--- src/rtl/mem_access_pkg.sv ---
// Shared types and constants for the MEM-stage data-memory access unit.
// Latency: n/a (declarations only).
// Backpressure: n/a.
package mem_access_pkg;

  typedef enum logic [1:0] {
    ST_IDLE      = 2'd0,
    ST_LOAD_WAIT = 2'd1,
    ST_RMW_WRITE = 2'd2
  } state_t;

  localparam logic LANE_LO = 1'b0;  // bits 7:0 of the word
  localparam logic LANE_HI = 1'b1;  // bits 15:8 of the word
  localparam int   BYTE_W  = 8;

endpackage

--- src/rtl/mem_lane_align.sv ---
// Byte-lane extract/extend for loads and lane merge for byte stores.
// Latency: 0 cycles (purely combinational).
// Backpressure: none; caller decides when the outputs are meaningful.
module mem_lane_align
  import mem_access_pkg::*;
#(
  parameter int DATA_WIDTH = 16
) (
  input  logic [DATA_WIDTH-1:0] q,
  input  logic                  lane,
  input  logic                  sgn,
  input  logic                  is_byte,
  input  logic [BYTE_W-1:0]     wbyte,
  output logic [DATA_WIDTH-1:0] load_data,
  output logic [DATA_WIDTH-1:0] merge_data
);

  logic [BYTE_W-1:0] sel;

  // Select the addressed byte, extend it for loads, and splice the store byte into the old word.
  always_comb begin
    sel        = (lane == LANE_HI) ? q[2*BYTE_W-1:BYTE_W] : q[BYTE_W-1:0];
    load_data  = q;
    merge_data = q;
    if (is_byte) begin
      load_data = {{(DATA_WIDTH-BYTE_W){sgn & sel[BYTE_W-1]}}, sel};
    end
    if (lane == LANE_HI) begin
      merge_data[2*BYTE_W-1:BYTE_W] = wbyte;
    end else begin
      merge_data[BYTE_W-1:0] = wbyte;
    end
  end

endmodule

--- src/rtl/mem_access_unit.sv ---
// MEM-stage load/store unit driving a single-port registered-read data RAM.
// Latency: word store / misaligned error 1 cycle; loads and byte stores 2 cycles accept-to-resp.
// Backpressure: req_ready drops for one cycle after a load or byte-store accept; stores stream.
module mem_access_unit
  import mem_access_pkg::*;
#(
  parameter int DATA_WIDTH = 16,
  parameter int ADDR_WIDTH = 20
) (
  input  logic                  clock,
  input  logic                  reset,
  input  logic                  req_valid,
  output logic                  req_ready,
  input  logic                  req_we,
  input  logic                  req_byte,
  input  logic                  req_signed,
  input  logic [ADDR_WIDTH:0]   req_addr,
  input  logic [DATA_WIDTH-1:0] req_wdata,
  output logic                  resp_valid,
  output logic [DATA_WIDTH-1:0] resp_rdata,
  output logic                  resp_err,
  output logic [ADDR_WIDTH-1:0] mem_address,
  output logic [DATA_WIDTH-1:0] mem_data,
  output logic                  mem_rden,
  output logic                  mem_wren,
  input  logic [DATA_WIDTH-1:0] mem_q
);

  // Lane logic hard-codes two bytes per word.
  if (DATA_WIDTH != 2*BYTE_W) begin : g_width_check
    $fatal(1, "mem_access_unit: DATA_WIDTH must be 16 for byte access support");
  end

  state_t                  state, state_nxt;
  logic                    accept, misaligned, word_store, needs_read;
  logic [ADDR_WIDTH-1:0]   sv_addr;
  logic                    sv_lane, sv_signed, sv_byte;
  logic [BYTE_W-1:0]       sv_wbyte;
  logic [DATA_WIDTH-1:0]   load_data, merge_data;

  assign req_ready  = (state == ST_IDLE) & ~reset;
  assign accept     = req_valid & req_ready;
  assign misaligned = ~req_byte & req_addr[0];
  assign word_store = req_we & ~req_byte;
  assign needs_read = accept & ~misaligned & ~word_store;

  // Both the load-format and the RMW-merge paths read the same saved lane state.
  mem_lane_align #(.DATA_WIDTH(DATA_WIDTH)) u_align (
    .q          (mem_q),
    .lane       (sv_lane),
    .sgn        (sv_signed),
    .is_byte    (sv_byte),
    .wbyte      (sv_wbyte),
    .load_data  (load_data),
    .merge_data (merge_data)
  );

  // State register.
  always_ff @(posedge clock) begin
    if (reset) state <= ST_IDLE;
    else       state <= state_nxt;
  end

  // Next state and RAM strobes; strobes are killed outright while reset is high.
  always_comb begin
    state_nxt   = state;
    mem_address = '0;
    mem_data    = '0;
    mem_rden    = 1'b0;
    mem_wren    = 1'b0;
    case (state)
      ST_IDLE: begin
        mem_address = req_addr[ADDR_WIDTH:1];
        if (accept && !misaligned) begin
          if (word_store) begin
            mem_wren = 1'b1;
            mem_data = req_wdata;
          end else begin
            mem_rden  = 1'b1;
            state_nxt = req_we ? ST_RMW_WRITE : ST_LOAD_WAIT;
          end
        end
      end
      ST_LOAD_WAIT: state_nxt = ST_IDLE;
      ST_RMW_WRITE: begin
        mem_address = sv_addr;
        mem_data    = merge_data;
        mem_wren    = 1'b1;
        state_nxt   = ST_IDLE;
      end
      default: state_nxt = ST_IDLE;
    endcase
    if (reset) begin
      mem_rden = 1'b0;
      mem_wren = 1'b0;
    end
  end

  // Capture the request fields needed after the accept cycle.
  always_ff @(posedge clock) begin
    if (reset) begin
      sv_addr   <= '0;
      sv_lane   <= LANE_LO;
      sv_signed <= 1'b0;
      sv_byte   <= 1'b0;
      sv_wbyte  <= '0;
    end else if (needs_read) begin
      sv_addr   <= req_addr[ADDR_WIDTH:1];
      sv_lane   <= req_addr[0];
      sv_signed <= req_signed;
      sv_byte   <= req_byte;
      sv_wbyte  <= req_wdata[BYTE_W-1:0];
    end
  end

  // Registered response; rdata holds between responses, valid/err are single-cycle pulses.
  always_ff @(posedge clock) begin
    if (reset) begin
      resp_valid <= 1'b0;
      resp_err   <= 1'b0;
      resp_rdata <= '0;
    end else begin
      resp_valid <= 1'b0;
      resp_err   <= 1'b0;
      case (state)
        ST_IDLE: begin
          if (accept && misaligned) begin
            resp_valid <= 1'b1;
            resp_err   <= 1'b1;
            resp_rdata <= '0;
          end else if (accept && word_store) begin
            resp_valid <= 1'b1;
            resp_rdata <= '0;
          end
        end
        ST_LOAD_WAIT: begin
          resp_valid <= 1'b1;
          resp_rdata <= load_data;
        end
        ST_RMW_WRITE: begin
          resp_valid <= 1'b1;
          resp_rdata <= '0;
        end
        default: ;
      endcase
    end
  end

endmodule
--- config.mk ---
export PLATFORM = sky130hd
export DESIGN_NAME = mem_access_unit
export DESIGN_NICKNAME = d
export VERILOG_FILES = /design/src/rtl/mem_access_pkg.sv /design/src/rtl/mem_lane_align.sv /design/src/rtl/mem_access_unit.sv
export SDC_FILE = /design/constraint.sdc
export NUM_CORES = 1
export LEC_CHECK = 0
export BUFFER_PORTS_ARGS = -buffer_cell sky130_fd_sc_hd__buf_2
export CAP_MARGIN = 20
export CORE_MARGIN = 10
export CORE_UTILIZATION = 43
export DETAILED_ROUTE_END_ITERATION = 7
export PLACE_DENSITY = 0.76
export SLEW_MARGIN = 20
export SYNTH_ARGS = -nofsm -noshare
export SYNTH_HDL_FRONTEND = slang
export SYNTH_SLANG_ARGS = --single-unit
--- constraint.sdc ---
create_clock -name clock -period 1.9 [get_ports clock]
set_clock_uncertainty 0.2 [all_clocks]
set_input_delay 0.19 -clock clock [delete_from_list [all_inputs] [get_ports clock]]
set_output_delay 0.19 -clock clock [all_outputs]
set_load 0.02 [all_outputs]
Word-level counts from Yosys, hierarchy flattened
Cells that the tools add are included.
{"block": "totals", "out_inout_bits": 57, "reg_bits": 51, "in_bits": 59}
{"block": "classes", "n_eq_ne": 3, "n_mux": 24, "reduce_logical": 10, "n_bitwise": 12}
{"cell": "16-bit two-way mux", "count": 5}
{"cell": "16-bit case mux with 3 select lines", "count": 1}
{"cell": "20-bit case mux with 2 select lines", "count": 1}
{"cell": "16-bit case mux with 2 select lines", "count": 1}
{"cell": "8-bit two-way mux", "count": 3}
{"cell": "1-bit two-way mux", "count": 10}
{"cell": "1-bit bitwise AND", "count": 7}
{"cell": "1-bit inverter", "count": 5}
{"cell": "1-bit case mux with 2 select lines", "count": 2}
{"cell": "2-bit AND reduction", "count": 2}
{"cell": "2-bit OR reduction", "count": 2}
{"cell": "1-bit logical AND", "count": 3}
{"cell": "3-bit by 1-bit != test with 1-bit output, second input constant", "count": 1}
{"cell": "3-bit nonzero test", "count": 1}
{"cell": "2-bit by 1-bit == test with 1-bit output, second input constant", "count": 1}
{"cell": "2-bit == test, second input constant", "count": 1}
{"cell": "2-bit logical NOT", "count": 1}
{"cell": "2-bit two-way mux", "count": 1}
{"cell": "1-bit logical NOT", "count": 1}

Longest topological paths before layout
Gate-level depths: netlist (run 1).
{"block": "depth", "depth_word": 7, "depth_mapped": 9, "depth_no_buf": 7}

Modules after synthesis
A second synthesis (run 1) with hierarchy kept.
{"block": "unflattened", "cells_unflattened": 342, "hier_area_um2": 2980.4}
{"mod": "mem_access_unit", "area_each_um2": 2511.2, "seq_area_each_um2": 1021.0, "n_inst": 1, "cells_each": 285}
{"mod": "mem_lane_align", "area_each_um2": 469.2, "seq_area_each_um2": 0.0, "n_inst": 1, "cells_each": 57}

Least setup slack after synthesis (run 1)
OpenSTA, ideal clock, no wires.
{"block": "synth_timing", "path_kind": "register to output", "startpoint": "register state[0]", "endpoint": "output port mem_wren", "required_time_ns": 1.510, "arrival_time_ns": 1.713, "n_path_buf": 2, "path_stages_with_launch": 9, "slack_ns": -0.203, "path_cell_list": "dfxtp_1 -> inv_1 -> ha_1 -> buf_2 -> nand3b_1 -> nor3b_2 -> buf_4 -> nor2_1 -> nor2_1"}
{"block": "synth_between", "elab_chain_cells": 7}
{"element": "start: declaration", "line_no": "mem_access_unit.sv:34", "rtl": "state_t state, state_nxt;"}
{"element": "start signal: assignment", "line_no": "mem_access_unit.sv:61", "rtl": "else state <= state_nxt;"}
{"element": "2-bit logical NOT", "line_no": "mem_access_unit.sv:41, mem_access_unit.sv:71"}
{"element": "1-bit bitwise AND", "line_no": "mem_access_unit.sv:41", "rtl": "assign req_ready = (state == ST_IDLE) & ~reset;"}
{"element": "1-bit bitwise AND", "line_no": "mem_access_unit.sv:42", "rtl": "assign accept = req_valid & req_ready;"}
{"element": "1-bit logical AND", "line_no": "mem_access_unit.sv:74", "rtl": "if (accept && !misaligned) begin"}
{"element": "1-bit two-way mux", "line_no": "mem_access_unit.sv:74"}
{"element": "1-bit case mux with 2 select lines *", "line_no": "mem_access_unit.sv:71", "rtl": "case (state)"}
{"element": "1-bit two-way mux *", "line_no": "mem_access_unit.sv:93", "rtl": "if (reset) begin"}
{"element": "end: declaration", "line_no": "mem_access_unit.sv:25", "rtl": "output logic mem_wren,"}
Every way passes the cells marked *; elsewhere a longest branch is shown, timed or not.

Final worst setup path (run 1)
{"block": "layout_timing", "startpoint": "register state[0]", "endpoint": "output port mem_data[12]"}
{"block": "layout_between", "elab_chain_cells": 6}
{"element": "2-bit logical NOT", "line_no": "mem_access_unit.sv:41, mem_access_unit.sv:71"}
{"element": "1-bit bitwise AND", "line_no": "mem_access_unit.sv:41"}
{"element": "1-bit bitwise AND", "line_no": "mem_access_unit.sv:42"}
{"element": "1-bit logical AND", "line_no": "mem_access_unit.sv:74"}
{"element": "16-bit two-way mux", "line_no": "mem_access_unit.sv:74"}
{"element": "16-bit case mux with 2 select lines *", "line_no": "mem_access_unit.sv:71"}
{"element": "end: declaration", "line_no": "mem_access_unit.sv:23", "rtl": "output logic [DATA_WIDTH-1:0] mem_data,"}
Marked as above.

==> results of run 1 <==
[stage by stage]
step,power (mW),setup WS (ns)
final,2.71,-0.361
after global routing,2.81,-0.432
after CTS,2.55,-0.295
after detailed placement,1.68,-0.0361
after global placement,1.68,0.0422
after floorplan,1.49,-0.00808
[cells in the mapped netlist]
| library cell | number |
|---|---|
| a21boi_1 | 1 |
| a21oi_1 | 49 |
| a22o_1 | 36 |
| and2_1 | 1 |
| and3b_1 | 1 |
| buf_1 | 4 |
| buf_2 | 9 |
| buf_4 | 1 |
| buf_6 | 2 |
| clkbuf_1 | 10 |
| dfxtp_1 | 51 |
| ha_1 | 4 |
| inv_1 | 3 |
| inv_2 | 1 |
| mux2_1 | 23 |
| mux2_2 | 1 |
| mux2i_1 | 1 |
| nand2_1 | 79 |
| nand3_1 | 8 |
| nand3b_1 | 1 |
| nor2_1 | 3 |
| nor2b_1 | 2 |
| nor3_1 | 1 |
| nor3b_1 | 1 |
| nor3b_2 | 1 |
| o211ai_1 | 8 |
| o21ai_0 | 2 |
| o21ai_1 | 1 |
| o21ba_2 | 1 |
| o21bai_2 | 1 |
| o22a_1 | 1 |
| o22ai_4 | 2 |
| or3b_4 | 1 |
[cells by family after synthesis]
group	count (synthesis)	share of synthesized area [%]
AND/OR/NAND/NOR	99	16.0
AO/OA/AOI/OAI	102	27.2
buffers and inverters	30	5.43
multiplexers	25	10.7
flip-flops	51	38.9
adder cells (fa/ha/maj)	4	1.91
[area by class of cell]
type                       instances  area [µm²]
tap                               75        93.8
multi-input combinational        230        1550
timing repair buffer             179        1530
fill                             437        1590
inverter                           4        17.5
clock inverter                     2        35.0
sequential                        51        1020
clock buffer                       6        82.6
[power by group]
group / internal, mW / switching [mW]
Combinational: 0.388 / 0.388
Sequential: 1.11 / 0.0246
Clock: 0.427 / 0.372
Total: 1.92 / 0.785
[layout by cell type, fill, tap and decap left out, types with 2 or more instances in the layout]
cell           Yosys  layout
ha_4               0       3
a21oi_2            0       2
buf_6              2      41
dlygate4sd3_1      0      32
clkbuf_8           0       6
o22ai_4            2       2
o211ai_1           8       8
a21oi_1           49      47
buf_12             0       6
nand2_1           79      78
a22o_1            36      36
buf_2              9      76
inv_2              1       2
o21ai_0            2       2
nand3_1            8       8
clkbuf_16          0       4
mux2_1            23      23
dfxtp_2            0       3
dfxtp_1           51      48
buf_4              1      20
[what timing repair did]
item / in CTS / in global routing
endpoints found under the setup margin: 39 / 76
gates cloned: 1 / 5
resized for setup: 49 / 57
pin swaps: 35 / 26
endpoints found under the hold margin: 33 / 0
hold buffers: 32 / 0
buffers inserted: 6 / 6
[per-layer routing]
| metal | wire [µm] | vias to the layer above | track usage (%) |
|---|---|---|---|
| li1 | - | 1424 | - |
| met1 | 4070 | 1447 | 21.4 |
| met2 | 5480 | 124 | 32.8 |
| met3 | 888 | 27 | 6.77 |
| met4 | 291 | 2 | 5.95 |
| met5 | 11 | - | 0 |
[registers in the layout, indices dropped and copies added, names as in the netlist]
signal,count
sv_addr,20
resp_rdata,16
sv_wbyte,8
state,2
resp_err,1
resp_valid,1
sv_byte,1
sv_lane,1
sv_signed,1
[worst max path at each step]
stage,startpoint,to,slack [ns]
floorplan,state[1],mem_data[10],-0.008
global placement,state[1],mem_data[6],0.04
detailed placement,state[1],mem_data[7],-0.04
CTS,state[0],mem_data[7],-0.30
global route,state[0],mem_data[12],-0.43
finish,state[0],mem_data[12],-0.36
[worst register-to-register path, delay by kind of cell (launching register included)]
family / cells / cell delay (ns)
AO/OA/AOI/OAI: 1 / 0.14
adder cells (fa/ha/maj): 1 / 0.14
buffers and inverters: 5 / 0.63
flip-flops: 1 / 0.34
AND/OR/NAND/NOR: 3 / 0.38
==> summary.md, run 1 <==
| Metric | Value |
|---|---|
| Outcome | complete, but fails checks |
| Violated checks | setup timing |
| First-pass GRT wire length | 15,400 µm |
| WL/cell | 19.6 µm |
| Final cell count without fillers | 547 |
| Routed Antenna Nets | 0 |
| N_diodes | 0 |
| Synth area leader | dfxtp_1 |
| RSZ-0062 raised after global routing | true |
| Io pins | 116 |
| Min-Delay Endpoint | resp_rdata[14] |
| Mapped Cells | 311 |
| Synth unique cells | 33 |
| Initial DRC count | 156 |
| Critical path startpoint category | flop |
| Leak Pwr | 1.90 nW |
| CP max stage delay | 0.35 ns |
| Levels on crit path | 7 |
| Worst-path fanout max | 6 |
| Cells along the critical path | inv_2 > ha_4 > nand3b_1 > nor3b_4 > buf_6 > a22o_1 > buf_6 |
| Worst R2R Path Depth | 10 |
| Die Y | 98.2 µm |
| Syn Nets | 374 |
| Core ar. | 0.00592 mm² |
| Worst Tran Pin Value | 0.421 ns |
| Die X | 98.2 µm |
| Effective utilization at floorplan | 44.4% |
| CP delay by family, top | simple AND/OR/NAND/NOR gates |
| Detailed Place HPWL | 6430 µm |
| Vias after detailed routing | 3,024 |
| DR vias/cell | 5.53 |
| Syn_area_per_cell | 8.44 µm² |
| Vias in the first global route | 2,976 |
| Slowest cell on crit path | nor3b_4 |
| DR pass1 iterations | 4 |
| #FFs+latches synth | 51 |
| TritonCTS clock tree | done |
| Area Overhead vs Synth | 65.1% |
| Final setup TNS | -6.53 ns |
| R2R Setup Slk | -0.01 ns |
| Routability Congestion | 0.798 |
| Clock transition at the registers of the reported paths | 0.10 ns |
| Crit-path most repeated cell | buf_6 |
| Slew Limit Headroom | 72.0% |
| # placed instances | 489 |
| Worst vdd ir | 0.000491 V |
| Max frequency | 0.442 GHz |
| Critical Path RT | 1.51 ns |
| Ys Warns | 0 |
| DIE AREA | 0.00963 mm² |
| Max-cap violations | 0 |
| CP Class | flop to primary output |
| Tot GR Track Use | 19.1% |
| Max-slew violations | 0 |
| Initial antenna violation count | 1 |
| Synth top area cells | dfxtp_1 (39%), a22o_1 (12%), nand2_1 (11%) |
| Crit end category | primary output |
| Hold Crit Depth | 3 |
| Share of cells above drive strength 1 | 37.9% |
| Reg2reg end | sv_addr[3] |
| CTS Sinks | 51 |
| Fin util | 73.2% |
| Hold crit path type | primary input to flop |
| Setup WS post-layout | -0.361 ns |
| Fin. Hold Viols | 0 |
| Post-Place Cell Area | 0.00332 mm² |
| Final setup vio count | 41 |
| Critical path buffers and inverters | 3 |
| Clock Tree Root | clkbuf_8 |
| Cell area after layout | 0.00434 mm² |
| Register area share after synthesis | 38.9% |
| Cell Area, Synth | 0.00263 mm² |
| Port Buffers | 115 |
| Crit path DAT | 1.87 ns |
| Synth top area share | 38.9% |
| PD cells | 624 mW/mm² |
| Routed wire length | 10,700 µm |
| Hold WS | 0.00326 ns |
| HP Start | mem_q[14] |
| CTS HTree Levels | 2 |
| # DRC | 0 |
| Final net count | 534 |
| Period utilization | 119% |
| TritonCTS buffer count | 5 |
| Clock Path Buffers | 2 |
| Worst-skew pair later-pin latency | 0.30 ns |
| Minimum clock period | 2.26 ns |
| Worst R2R Start | state[0] |
| Total congestion overflow | 0 |
| Row cnt | 28 |
| Largest net degree at the start of global routing | 34 |
Note: power is estimated with default switching activity, not from simulation.
==> run 2: changes to the inputs <==
--- a/config.mk
+++ b/config.mk
@@ -10,6 +10,7 @@
 export CORE_MARGIN = 10
 export CORE_UTILIZATION = 43
 export DETAILED_ROUTE_END_ITERATION = 7
+export GPL_TIMING_DRIVEN = 0
 export PLACE_DENSITY = 0.76
 export SLEW_MARGIN = 20
 export SYNTH_ARGS = -nofsm -noshare
==> constraint.sdc (replaced) <==
create_clock -name clock -period 2.07 [get_ports clock]
set_clock_uncertainty 0.2 [all_clocks]
set_input_delay 0.207 -clock clock [delete_from_list [all_inputs] [get_ports clock]]
set_output_delay 0.207 -clock clock [all_outputs]
set_load 0.02 [all_outputs]
==> summary.md, run 2 (synthesized netlist as in run 1, its figures left out) <==
| Metric | Value |
|---|---|
| DR pass1 iterations | 4 (unchanged) |
| Critical path startpoint category | flop |
| Initial DRC count | 160 (+2.6%) |
| Routed wire length | 9600 µm (-11%) |
| TritonCTS clock tree | done |
| Clock transition at the registers of the reported paths | 0.10 ns (about the same) |
| Minimum clock period | 2.21 ns |
| Biggest regs | sv_addr x20, resp_rdata x16, sv_wbyte x8 |
| TritonCTS buffer count | 5 (unchanged) |
| Max-cap violations | 0 (unchanged) |
| Total congestion overflow | 0 (unchanged) |
| Levels on crit path | 7 (unchanged) |
| Hold crit path type | primary input to flop |
| Reg2reg end | resp_rdata[10] |
| Die Y | 98.2 µm (unchanged) |
| Share of cells above drive strength 1 | 35.7% (-2.2 points) |
| Layout fillers | 500 (+14%) |
| Most common cell after layout, fill and taps aside | buf_2 |
| Final setup TNS | -1.79 ns (+4.74 ns) |
| Worst R2R Path Depth | 7 (-3) |
| Port Buffers | 114 (-0.87%) |
| Area Overhead vs Synth | 52.0% |
| Leak Pwr | 1.77 nW (-7.0%) |
| Max-slew violations | 0 (unchanged) |
| Tot GR Track Use | 18.6% (-0.49 points) |
| Io pins | 116 (unchanged) |
| Register with the most flip-flops | sv_addr |
| Crit end category | primary output |
| Worst Tran Pin Value | 0.569 ns (+0.149 ns) |
| Setup WS post-layout | -0.142 ns (+0.219 ns) |
| DIE AREA | 0.00963 mm² (unchanged) |
| Crit path DAT | 1.81 ns (-0.06 ns) |
| Detailed Place HPWL | 6820 µm (+6.0%) |
| Vias in the first global route | 2,994 (+0.60%) |
| CP Class | flop to primary output |
| CTS Sinks | 51 (unchanged) |
| Effective utilization at floorplan | 44.4% (unchanged) |
| Routability Congestion | 0.839 (+5.2%) |
| RSZ-0062 raised after global routing | true |
| Final net count | 536 (+0.37%) |
| Worst-path fanout max | 7 (+1) |
| Row cnt | 28 (unchanged) |
| Multi-input combinational cell area | 0.00151 mm² (-2.7%) |
| WL/cell | 17.5 µm (-11%) |
| Slowest cell on crit path | dfxtp_2 |
| Clock Tree Root | clkbuf_8 |
| Final setup vio count | 28 (-32%) |
| Worst-skew pair later-pin latency | 0.30 ns (about the same) |
| Worst R2R Start | state[0] |
| Worst Setup SP | state[0] |
| Hold WS | -0.00677 ns (-0.0100 ns) |
| Routed Antenna Nets | 0 (unchanged) |
| Die X | 98.2 µm (unchanged) |
| FF+latch area | 0.00102 mm² (-0.12%) |
| Worst vdd ir | 0.000494 V (+0.63%) |
| Critical path buffers and inverters | 3 (unchanged) |
| Violated checks | hold timing, setup timing |
| Post-Place Cell Area | 0.00329 mm² (-0.72%) |
| Critical Path RT | 1.66 ns (+0.15 ns) |
| Initial antenna violation count | 1 (unchanged) |
| Vias after detailed routing | 2,915 (-3.6%) |
| Fin. Hold Viols | 1 (+1) |
| CTS HTree Levels | 2 (unchanged) |
| First-pass GRT wire length | 15,100 µm (-1.6%) |
| Cells along the critical path | inv_2 > ha_4 > nand3b_1 > nor3b_4 > buf_6 > a22o_1 > buf_6 |
| Largest net degree at the start of global routing | 16 (-53%) |
| R2R Setup Slk | 0.05 ns (+0.06 ns) |
| DR vias/cell | 5.31 (-4.0%) |
| Period utilization | 107% |
| Max frequency | 0.452 GHz |
| Crit-path most repeated cell | buf_6 |
| Cell area after layout | 0.00399 mm² (-7.9%) |
| Most frequent cells in the layout | buf_2 (102), nand2_1 (78), a21oi_1 (49), dfxtp_1 (49), a22o_1 (36) |
| Clock Path Buffers | 2 (unchanged) |
| PD cells | 582 mW/mm² (-6.7%) |
| Slew Limit Headroom | 62.0% (-9.9 points) |
| CP delay by family, top | simple AND/OR/NAND/NOR gates |
| Number of flip-flops in the largest register | 20 (unchanged) |
| # DRC | 0 (unchanged) |
| Outcome | complete, but fails checks |
| Core ar. | 0.00592 mm² (unchanged) |
| CP max stage delay | 0.34 ns (about the same) |
| Setup crit end | mem_data[2] |
run 2: changes by cell type in the layout (fill, tap and decap cells not counted), moves of 2 or more:
cell,delta
a21oi_2,-2
buf_12,-6
clkbuf_1,+7
buf_6,-17
clkbuf_4,+2
buf_4,-6
buf_2,+26
a21oi_1,+2
clkbuf_16,-4
run 2: layout make-up:
class	instances	share of cell area [%]
multi-input combinational	230	37.8
timing repair buffer	158	27.4
sequential	51	25.6
buffer	23	3.76
tap	75	2.35
clock buffer	6	1.82
clock inverter	1	0.752
inverter	4	0.501
antenna	1	0.0627
run 2: report_power, final:
| group | total (mW) | switching (mW) | internal (mW) |
|---|---|---|---|
| Combinational | 0.605 | 0.329 | 0.276 |
| Sequential | 1.03 | 0.0184 | 1.01 |
| Clock | 0.686 | 0.331 | 0.355 |
| Total | 2.32 | 0.679 | 1.65 |
run 2: worst min-delay path by stage:
stage / start / end / slack (ns) / cells after the start
3_3_place_gp: resp_rdata[3] / resp_rdata[3] / 0.24 / 2
3_5_place_dp: resp_rdata[0] / resp_rdata[0] / 0.24 / 2
5_1_grt: reset / state[0] / 0.008 / 4
6_report: reset / state[0] / -0.007 / 4
4_1_cts: reset / state[0] / 0.002 / 4
2_1_floorplan: req_byte / resp_err / 0.08 / 1
run 2: what timing repair did:
| action | 4_1_cts | 5_1_grt |
|---|---|---|
| buffers inserted | 6 | 5 |
| endpoints found under the hold margin | 32 | 0 |
| cloned | 1 | 1 |
| hold buffers | 31 | 0 |
| pin swaps | 17 | 7 |
| endpoints found under the setup margin | 58 | 71 |
| gates resized for setup | 57 | 20 |
run 2: metrics by stage:
step | instances | total power [mW] | setup WS (ns) | utilization [%]
6_report | 549 | 2.32 | -0.142 | 67.4
5_1_grt | 549 | 2.42 | -0.222 | 67.4
3_3_place_gp | 500 | 1.54 | -0.331 | 55.6
3_5_place_dp | 500 | 1.54 | -0.373 | 55.6
2_1_floorplan | 311 | 1.35 | 0.0304 | -
4_1_cts | 543 | 2.29 | -0.203 | 66.1
run 2: worst reg2reg max path: cells and delay by family, from the launching register on:
| kind | cells | cell delay, ns |
|---|---|---|
| buf+inv | 2 | 0.37 |
| fa+ha+maj | 1 | 0.18 |
| simple gates | 1 | 0.40 |
| compound gates | 3 | 0.47 |
| flops | 1 | 0.34 |
run 2: routing by layer:
layer,vias up,GRT usage [%],wire [µm]
li1,1427,-,-
met4,0,5.95,181
met5,-,0,0
met2,107,31.4,4730
met3,19,5.92,776
met1,1362,21.7,3920
==> run 3: changes to the inputs <==
--- a/config.mk
+++ b/config.mk
@@ -11,7 +11,7 @@
 export CORE_UTILIZATION = 43
 export DETAILED_ROUTE_END_ITERATION = 7
 export GPL_TIMING_DRIVEN = 0
-export PLACE_DENSITY = 0.76
+export PLACE_DENSITY = 0.77
 export SLEW_MARGIN = 20
 export SYNTH_ARGS = -nofsm -noshare
 export SYNTH_HDL_FRONTEND = slang
==> summary.md, run 3 (synthesized netlist as in run 1, its figures left out) <==
| Metric | Value |
|---|---|
| Sequential power share | 43.8% (-0.6 points) |
| CTS Sinks | 51 (unchanged) |
| Switching Share | 29.6% (+0.43 points) |
| Worst R2R Start | state[1] |
| Multi-input combinational cell area | 0.00152 mm² (+0.83%) |
| Tot GR Track Use | 19.8% (+1.3 points) |
| Max-slew violations | 0 (unchanged) |
| Routability Congestion | 0.831 (-0.94%) |
| Max frequency | 0.452 GHz (about the same) |
| Most frequent cells in the layout | buf_2 (100), nand2_1 (78), dfxtp_1 (49) |
| Hold crit path type | primary input to flop |
| Leak Pwr | 1.81 nW (+2.5%) |
| Pre-CTS WS | -0.327 ns (+0.0463 ns) |
| Comb pwr share | 26.8% (+0.8 points) |
| Slew Limit Headroom | 63.1% (+1.1 points) |
| DR pass1 iterations | 4 (unchanged) |
| FF+latch area | 0.00102 mm² (unchanged) |
| Max-cap violations | 0 (unchanged) |
| Clock Path Buffers | 2 (unchanged) |
| RSZ-0062 raised after global routing | true |
| R2R Setup Slk | 0.07 ns (+0.02 ns) |
| Outcome | complete, but fails checks |
| Largest net degree at the start of global routing | 16 (unchanged) |
| Final setup vio count | 17 (-39%) |
| Clock share of power | 29.4% (about the same) |
| DIE AREA | 0.00963 mm² (unchanged) |
| Worst vdd ir | 0.000391 V (-21%) |
| Worst Tran Pin Value | 0.553 ns (-0.0165 ns) |
| CTS HTree Levels | 2 (unchanged) |
| Worst Setup SP | state[0] |
| Die Y | 98.2 µm (unchanged) |
| Fin. Hold Viols | 0 (-1) |
| First-pass GRT wire length | 16,200 µm (+7.0%) |
| Layout fillers | 460 (-8.0%) |
| Period utilization | 107% (about the same) |
| Initial antenna violation count | 1 (unchanged) |
| Critical Path RT | 1.66 ns (about the same) |
| Sw power | 0.700 mW (+3.0%) |
| DR vias/cell | 5.53 (+4.1%) |
| Crit end category | primary output |
| Port Buffers | 114 (unchanged) |
| Vias after detailed routing | 3,068 (+5.2%) |
| Effective utilization at floorplan | 44.4% (unchanged) |
| Setup WS post-layout | -0.141 ns (+0.00156 ns) |
| Routed Antenna Nets | 0 (unchanged) |
| Initial DRC count | 142 (-11%) |
| Worst-path fanout max | 5 (-2) |
| Io pins | 116 (unchanged) |
| Routed wire length | 10,300 µm (+7.2%) |
| HP Start | mem_q[13] |
| Critical path startpoint category | flop |
| Setup crit end | mem_data[9] |
| Crit path DAT | 1.80 ns (about the same) |
| Area Overhead vs Synth | 55.6% |
| Biggest regs | sv_addr x20, resp_rdata x16, sv_wbyte x8 |
| Register with the most flip-flops | sv_addr |
| Violated checks | setup timing |
| PD cells | 578 mW/mm² (-0.81%) |
| Clock transition at the registers of the reported paths | 0.10 ns (about the same) |
| Most common cell after layout, fill and taps aside | buf_2 |
| Clock Tree Root | clkbuf_8 |
| Worst-skew pair later-pin latency | 0.31 ns (about the same) |
| Share of cells above drive strength 1 | 37.0% (+1.2 points) |
| Detailed Place HPWL | 6910 µm (+1.3%) |
| TritonCTS buffer count | 5 (unchanged) |
| Total congestion overflow | 0 (unchanged) |
| Worst R2R Path Depth | 7 (unchanged) |
| Minimum clock period | 2.21 ns (-0.00156 ns) |
| CP Class | flop to primary output |
| # DRC | 0 (unchanged) |
| Number of flip-flops in the largest register | 20 (unchanged) |
| TritonCTS clock tree | done |
| Reg2reg end | resp_rdata[7] |
| P_int | 1.66 mW (+0.90%) |
| Row cnt | 28 (unchanged) |
| WL/cell | 18.5 µm (+6.0%) |
| Core ar. | 0.00592 mm² (unchanged) |
| Final net count | 542 (+1.1%) |
| Vias in the first global route | 3,171 (+5.9%) |
| Die X | 98.2 µm (unchanged) |
| Fin util | 69.0% (+1.6 points) |
[run 3: changes by cell type in the layout (fill, tap and decap cells not counted), sizes merged]
cell    delta
buf        +9
clkbuf     -3
[run 3: per-stage QoR]
step	setup TNS (ns)	total power, mW	area, µm²	hold slack (ns)	instances
floorplan	0	1.35	2630	0.0828	311
global placement	-4.57	1.54	3290	0.237	500
detailed placement	-5.51	1.54	3290	0.241	500
CTS	-4.79	2.31	3920	0.0148	544
global route	-2.57	2.45	4090	0.0516	555
finish	-1.76	2.36	4090	0.0217	555
[run 3: how the worst min path moves through the flow]
stage	cells past startpoint	slack (ns)	endpoint
global route	3	0.05	resp_rdata[13]
finish	3	0.02	resp_rdata[13]
floorplan	1	0.08	resp_err
global placement	2	0.24	resp_rdata[7]
CTS	4	0.01	state[0]
detailed placement	2	0.24	resp_err
[run 3: repair_timing]
action,4_1_cts,5_1_grt
endpoints found under the hold margin,32,0
hold buffers,31,0
gates cloned,1,1
buffers inserted,7,10
setup endpoints to repair,58,63
pin swaps,17,9
gates resized for setup,59,36
[run 3: layout make-up]
| type | count | share of cell area [%] |
|---|---|---|
| Clock buffer | 6 | 1.78 |
| Multi-Input combinational cell | 230 | 37.2 |
| Timing Repair Buffer | 164 | 28.3 |
| Tap cell | 75 | 2.30 |
| Antenna cell | 1 | 0.0612 |
| Sequential cell | 51 | 25.0 |
| Inverter | 4 | 0.490 |
| Clock inverter | 1 | 0.735 |
| Buffer | 23 | 4.10 |
[run 3: power groups by stage]
stage	combinational, mW	clock, mW	sequential (mW)
after floorplan	0.295	0	1.06
after global placement	0.481	0	1.05
after detailed placement	0.488	0	1.06
after CTS	0.576	0.701	1.03
after global routing	0.679	0.729	1.04
final	0.632	0.693	1.03
[run 3: critical path, stage by stage, from the launching register on]
cell and delay, ns:
dfxtp_2 0.34, inv_2 0.08, ha_4 0.14, nand3b_1 0.13
nor3b_4 0.32, buf_6 0.17, a22o_1 0.19, buf_6 0.13
[run 3: layer usage]
| layer | vias to the layer above | track usage (%) | share of wire (%) |
|---|---|---|---|
| met3 | 21 | 6.98 | 9.1 |
| met2 | 128 | 34.7 | 50 |
| met1 | 1477 | 21.9 | 39 |
| met5 | - | 0 | 0 |
| met4 | 0 | 6.39 | 2.1 |
| li1 | 1442 | - | - |
